`config.mk`:
```
export PLATFORM = sky130hd
export DESIGN_NAME = factor_bcd_serializer
export DESIGN_NICKNAME = d
export VERILOG_FILES = /design/src/rtl/fatorador_pkg.sv /design/src/rtl/bin2bcd_seq.sv /design/src/rtl/factor_bcd_serializer.sv
export SDC_FILE = /design/constraint.sdc
export NUM_CORES = 1
export LEC_CHECK = 0
export ABC_AREA = 1
export BUFFER_PORTS_ARGS = -buffer_cell sky130_fd_sc_hd__buf_2
export CORE_AREA = 3 3 114 198
export CTS_CLUSTER_SIZE = 16
export DETAILED_ROUTE_END_ITERATION = 8
export DIE_AREA = 0 0 117 201
export SYNTH_ARGS = -nofsm -noshare
export SYNTH_HDL_FRONTEND = slang
export SYNTH_SLANG_ARGS = --single-unit
```
`constraint.sdc`:
```
create_clock -name clk -period 1.6 [get_ports clk]
set_clock_uncertainty 0.2 [all_clocks]
set_input_delay 0.32 -clock clk [delete_from_list [all_inputs] [get_ports clk]]
set_output_delay 0.32 -clock clk [all_outputs]
set_load 0.02 [all_outputs]
```
`src/rtl/fatorador_pkg.sv`:
```
// Shared constants for the factorization engine and its downstream serializer.
package fatorador_pkg;

  localparam int unsigned W_DEF       = 16;
  localparam int unsigned DIGITS_DEF  = 5;
  localparam int unsigned N_SLOTS_DEF = 4;
  localparam int unsigned EMPTY_CODE  = 88;

  localparam logic [3:0] BLANK_DIGIT = 4'hF;

  typedef enum logic [2:0] {
    StIdle  = 3'd0,
    StScan  = 3'd1,
    StConv  = 3'd2,
    StOut   = 3'd3,
    StFlush = 3'd4
  } state_e;

endpackage

```
`src/rtl/bin2bcd_seq.sv`:
```
// Iterative double-dabble: W cycles after load, bcd holds the packed BCD of bin.
module bin2bcd_seq #(
  parameter int unsigned W      = fatorador_pkg::W_DEF,
  parameter int unsigned DIGITS = fatorador_pkg::DIGITS_DEF
) (
  input  logic                clk,
  input  logic                reset,
  input  logic                load,
  input  logic [W-1:0]        bin,
  output logic                done,
  output logic [4*DIGITS-1:0] bcd
);

  localparam int unsigned CW = $clog2(W);

  logic [W-1:0]          bin_q, bin_d;
  logic [4*DIGITS-1:0]   bcd_q, bcd_d;
  logic [CW-1:0]         cnt_q, cnt_d;
  logic                  run_q, run_d;
  logic [4*DIGITS-1:0]   adj;
  logic [4*DIGITS+W-1:0] shifted;

  always_comb begin
    adj = bcd_q;
    for (int d = 0; d < int'(DIGITS); d++) begin
      if (bcd_q[4*d +: 4] >= 4'd5) adj[4*d +: 4] = bcd_q[4*d +: 4] + 4'd3;
    end
    shifted = {adj, bin_q} << 1;

    bin_d = bin_q;
    bcd_d = bcd_q;
    cnt_d = cnt_q;
    run_d = run_q;
    if (load) begin
      bin_d = bin;
      bcd_d = '0;
      cnt_d = '0;
      run_d = 1'b1;
    end else if (run_q) begin
      {bcd_d, bin_d} = shifted;
      if (cnt_q == CW'(W - 1)) begin
        cnt_d = '0;
        run_d = 1'b0;
      end else begin
        cnt_d = cnt_q + 1'b1;
      end
    end
  end

  always_ff @(posedge clk or negedge reset) begin
    if (!reset) begin
      bin_q <= '0;
      bcd_q <= '0;
      cnt_q <= '0;
      run_q <= 1'b0;
    end else begin
      bin_q <= bin_d;
      bcd_q <= bcd_d;
      cnt_q <= cnt_d;
      run_q <= run_d;
    end
  end

  // Asserted during the final shift so the caller can step into its output state.
  assign done = run_q && (cnt_q == CW'(W - 1));
  assign bcd  = bcd_q;

endmodule

```
`src/rtl/factor_bcd_serializer.sv`:
```
// Captures four factor slots, skips EMPTY_CODE slots and streams each factor as packed BCD.
// Define FACTOR_BCD_BLANK_EN to replace leading zero digits with the blank code.
module factor_bcd_serializer #(
  parameter int unsigned W          = fatorador_pkg::W_DEF,
  parameter int unsigned N_SLOTS    = fatorador_pkg::N_SLOTS_DEF,
  parameter int unsigned DIGITS     = fatorador_pkg::DIGITS_DEF,
  parameter int unsigned EMPTY_CODE = fatorador_pkg::EMPTY_CODE
) (
  input  logic                clk,
  input  logic                reset,
  input  logic                in_valid,
  output logic                in_ready,
  input  logic [W-1:0]        f0,
  input  logic [W-1:0]        f1,
  input  logic [W-1:0]        f2,
  input  logic [W-1:0]        f3,
  output logic                out_valid,
  input  logic                out_ready,
  output logic [4*DIGITS-1:0] out_bcd,
  output logic [1:0]          out_idx,
  output logic                out_last,
  output logic                empty_done,
  output logic                busy
);

  import fatorador_pkg::*;

  state_e                      state_q, state_d;
  logic [N_SLOTS-1:0][W-1:0]   slots_q, slots_d;
  logic [N_SLOTS-1:0]          mask_q, mask_d;
  logic [1:0]                  ptr_q, ptr_d;
  logic [1:0]                  idx_q, idx_d;
  logic                        last_q, last_d;
  logic                        emitted_q, emitted_d;

  logic                        found, has_above;
  logic [1:0]                  found_idx;
  logic                        conv_load, conv_done;
  logic [4*DIGITS-1:0]         conv_bcd;

  always_comb begin
    found     = 1'b0;
    found_idx = '0;
    for (int i = 0; i < int'(N_SLOTS); i++) begin
      if (!found && mask_q[i] && (i >= int'(ptr_q))) begin
        found     = 1'b1;
        found_idx = 2'(i);
      end
    end
    has_above = 1'b0;
    for (int i = 0; i < int'(N_SLOTS); i++) begin
      if (found && (i > int'(found_idx)) && mask_q[i]) has_above = 1'b1;
    end
  end

  always_comb begin
    state_d   = state_q;
    slots_d   = slots_q;
    mask_d    = mask_q;
    ptr_d     = ptr_q;
    idx_d     = idx_q;
    last_d    = last_q;
    emitted_d = emitted_q;
    conv_load = 1'b0;

    unique case (state_q)
      StIdle: begin
        if (in_valid) begin
          slots_d[0] = f0;
          slots_d[1] = f1;
          slots_d[2] = f2;
          slots_d[3] = f3;
          for (int i = 0; i < int'(N_SLOTS); i++) begin
            mask_d[i] = (slots_d[i] != W'(EMPTY_CODE));
          end
          ptr_d     = '0;
          emitted_d = 1'b0;
          state_d   = StScan;
        end
      end
      StScan: begin
        if (found) begin
          conv_load = 1'b1;
          idx_d     = found_idx;
          last_d    = !has_above;
          state_d   = StConv;
        end else if (!emitted_q) begin
          state_d = StFlush;
        end else begin
          state_d = StIdle;
        end
      end
      StConv: begin
        if (conv_done) state_d = StOut;
      end
      StOut: begin
        if (out_ready) begin
          mask_d[idx_q] = 1'b0;
          emitted_d     = 1'b1;
          ptr_d         = idx_q + 2'd1;
          state_d       = last_q ? StIdle : StScan;
        end
      end
      StFlush: state_d = StIdle;
      default: state_d = StIdle;
    endcase
  end

  always_ff @(posedge clk or negedge reset) begin
    if (!reset) begin
      state_q   <= StIdle;
      slots_q   <= '0;
      mask_q    <= '0;
      ptr_q     <= '0;
      idx_q     <= '0;
      last_q    <= 1'b0;
      emitted_q <= 1'b0;
    end else begin
      state_q   <= state_d;
      slots_q   <= slots_d;
      mask_q    <= mask_d;
      ptr_q     <= ptr_d;
      idx_q     <= idx_d;
      last_q    <= last_d;
      emitted_q <= emitted_d;
    end
  end

  bin2bcd_seq #(
    .W      (W),
    .DIGITS (DIGITS)
  ) u_bin2bcd (
    .clk   (clk),
    .reset (reset),
    .load  (conv_load),
    .bin   (slots_q[found_idx]),
    .done  (conv_done),
    .bcd   (conv_bcd)
  );

`ifdef FACTOR_BCD_BLANK_EN
  logic leading;

  // Only blank while presenting a result so the reset value of out_bcd stays zero.
  always_comb begin
    out_bcd = conv_bcd;
    leading = (state_q == StOut);
    for (int d = int'(DIGITS) - 1; d >= 1; d--) begin
      if (leading && (conv_bcd[4*d +: 4] == 4'd0)) begin
        out_bcd[4*d +: 4] = BLANK_DIGIT;
      end else begin
        leading = 1'b0;
      end
    end
  end
`else
  assign out_bcd = conv_bcd;
`endif

  assign in_ready   = (state_q == StIdle);
  assign out_valid  = (state_q == StOut);
  assign out_idx    = idx_q;
  assign out_last   = last_q;
  assign empty_done = (state_q == StFlush);
  assign busy       = (state_q != StIdle);

endmodule

```
==> impl_results.md <==
- Die ar.: ~24000 um^2
- CP required: between 1.5 and 2 ns
- R2r setup slk: -0.24 ns
- CTS buffer count: 17
- Hold Path Class: in2reg
- WL final: between 20 and 25 mm
- Worst-case clock buffer depth: 2
- Ys Warns: 0
- Synthesized net count: 864
- Worst-path clk slew: about 0.060 ns
- # port buffers: 94
- R2R Path Start: ptr_q[1]
- Vias in the first global route: about 6300
- PwrDens: ~690 nW/um^2
- Crit end category: register
- Clk sinks: 118
- Remaining Overflow, GRT: 0
- Die width: 117 um
- Mux cell area share after synthesis: 0
- Mapped Area: ~6300 um^2
- Critical path peak fanout: 7
- Worst R2R End: u_bin2bcd.bin_q[4]
- Core area: about 21000 um^2
- Final period util: 1.148
- Relative slew slack: 0.7527
- RSZ-0062 raised after global routing: yes
- Skew-Pair Late Insertion Delay: roughly 0.41 ns
- Die Y: around 200 um
- Core Util, Final: 0.4933
- Rows: 70
- Setup crit end: u_bin2bcd.bin_q[4]
- Largest family of logic cells by synthesized area: simple AND/OR/NAND/NOR gates
- Post-synth top area cell: dfrtp_1
- Post-Synthesis Cells: 781
- Routed vias/inst: between 4 and 5
- Crit path from: ptr_q[1]
- DRT iter0 DRCs: roughly 600
- Vias: around 6300
- Ys async rst share: 1.000
- Htree depth: 4
- Maxcap violations: 0
- Antenna violations before repair: 0
- Fin cells: roughly 1300
- EDFF count, synth: 0
- Peak supply drop: about 610 uV
- Layout cells sized above 1: 0.4449
- #FFs+latches synth: around 120
- Most numerous cell in the Yosys netlist: nand2_1
- Netlist cell types: 36
- Hold WS: -0.01541 ns
- Crit path DAT: 1.90 ns
- Gp weighted congestion: roughly 0.9
- Total GRT Usage: 0.1785
- Pin count of the biggest net entering global routing: between 50 and 60
- Top FF cell, synth: dfrtp_1
- Final hold vios: 2
- Final setup margin: -0.2368 ns
- Top post-synthesis cells by area: dfrtp_1, nand2_1, inv_1
- Clock root buffer: clkbuf_16
- Syn Area/Cell: 8.060 um^2
- # IOs: between 90 and 100
- Post-synthesis xor/xnor area fraction: 0.01391
- Leakage: approximately 5 nW
- Outcome: finished with violations
- Sequential-to-total area share from yosys stat: 0.4691
- Final nets: roughly 1100
- FF-to-FF path depth: 9
- WS Path Type: reg2reg
- Initial core utilization: 0.2995
- Failing checks: hold timing, setup timing
- Final-report setup violation count: between 100 and 150
- N_diodes: 0
- First-pass DRT Iterations: 6
- Placed insts: 1148
- Post-Place Setup Slack: -0.06825 ns
- Max Freq: roughly 540 MHz
- Fin crit period: approximately 1.8 ns
- Max Slew Vio Count: 0
- Element type at the critical path start: register
- Simple-gate share of the synthesized area: 0.2644
- Syn-to-layout area delta: 64.72%
- Post-synthesis compound-gate area fraction: 0.1234
- Most frequent cells after synthesis: nand2_1, dfrtp_1, inv_1, nand3_1, o21ai_0
- WL/cell: ~17 um
- First-pass GRT wire length: 32.33 mm
- Design Power: 7.115 mW
- Routed Antenna Nets: 0
- Slew of the pin with the lowest slew margin: about 0.37 ns
- Post-Synth Adder-Cell Area: 0.02982
- # DRC: 0
- CTS tree: done
- Post-detail-place hpwl: between 10 and 15 mm
- Post-synth top area share: 0.4691
## placed cells by master (no fill, tap or decap), types with 14 or more instances in the layout
cell type	Yosys	routed
buf_4	2	39
clkbuf_16	0	28
dfrtp_2	0	16
inv_1	113	101
nor2_1	39	27
nand3_2	5	20
nand2_1	185	118
nand3_1	70	48
buf_12	0	15
buf_6	3	37
dlygate4sd3_1	0	55
buf_2	20	83
ha_1	15	14
nand2_2	7	51
o21ai_1	10	37
nand2_4	3	22
or2_2	15	15
o21ai_2	14	41
dfrtp_1	118	102
o211ai_1	18	18
## per-layer routing
layer,track usage,vias to the layer above,share of wire
li1,-,3001,-
met1,0.1824,2990,0.34
met2,0.3217,218,0.54
met3,0.03258,88,0.038
met4,0.1132,0,0.078
met5,0,-,0
## worst max-delay path: stages (launching register included)
cell	delay, ns
dfrtp_1	0.38
nand2_1	0.08
nand2_2	0.10
nand2_2	0.07
nand2_4	0.08
nand2_4	0.07
buf_12	0.15
buf_16	0.13
o211ai_1	0.29
nand3_1	0.14
## worst min path at each step
stage | from | endpoint | slack, ns | cells past startpoint
floorplan | reset | emitted_q | -0.18 | 0
global placement | reset | slots_q[60] | 0.01 | 1
detailed placement | reset | slots_q[60] | 0.02 | 1
CTS | f3[11] | slots_q[59] | 0.004 | 3
global route | f3[8] | slots_q[56] | 0.009 | 3
finish | f1[7] | slots_q[23] | -0.02 | 3
## cells by family after synthesis
family,Yosys count
xor+xnor,10
buf+inv,152
simple gates,361
fa+ha+maj,15
compound gates,125
flops,118
## sequential cells by signal, summed over array words and instances (netlist names)
register	cells
ptr_q	2
out_idx	2
u_bin2bcd.bcd	20
mask_q	4
state_q	3
u_bin2bcd.bin_q	16
u_bin2bcd.run_q	1
out_last	1
emitted_q	1
slots_q	64
u_bin2bcd.cnt_q	4
## cell type report
class                           instances  area, um^2
Timing Repair Buffer                  254        2579
Fill cell                            1921       10650
Tap cell                              252       315.3
Inverter                              118       476.7
Clock buffer                           17       425.4
Sequential cell                       118        2973
Multi-Input combinational cell        512        3446
Clock inverter                         15       153.9
## per-stage QoR
stage	cell area [um^2]	setup TNS [ns]	hold WS, ns
4_1_cts	9259	-9.112	0.004190
3_3_place_gp	7463	-0.09190	0.01213
6_report	10370	-13.73	-0.01541
3_5_place_dp	7463	-0.5277	0.01663
5_1_grt	10370	-22.53	0.009161
2_1_floorplan	6307	0	-0.1756
## power by group
part           internal, mW  total (mW)  switching, mW
Sequential             2.98        2.98              0
Clock                  2.30        3.80           1.50
Combinational         0.169       0.331          0.163
## timing repair
item,CTS,global route
hold endpoints to repair,171,1
cloned,10,12
gates resized for setup,89,244
pin swaps,16,33
endpoints found under the setup margin,44,129
hold buffers,54,1
setup buffers,20,15
Power figures use the tool's default switching activity.
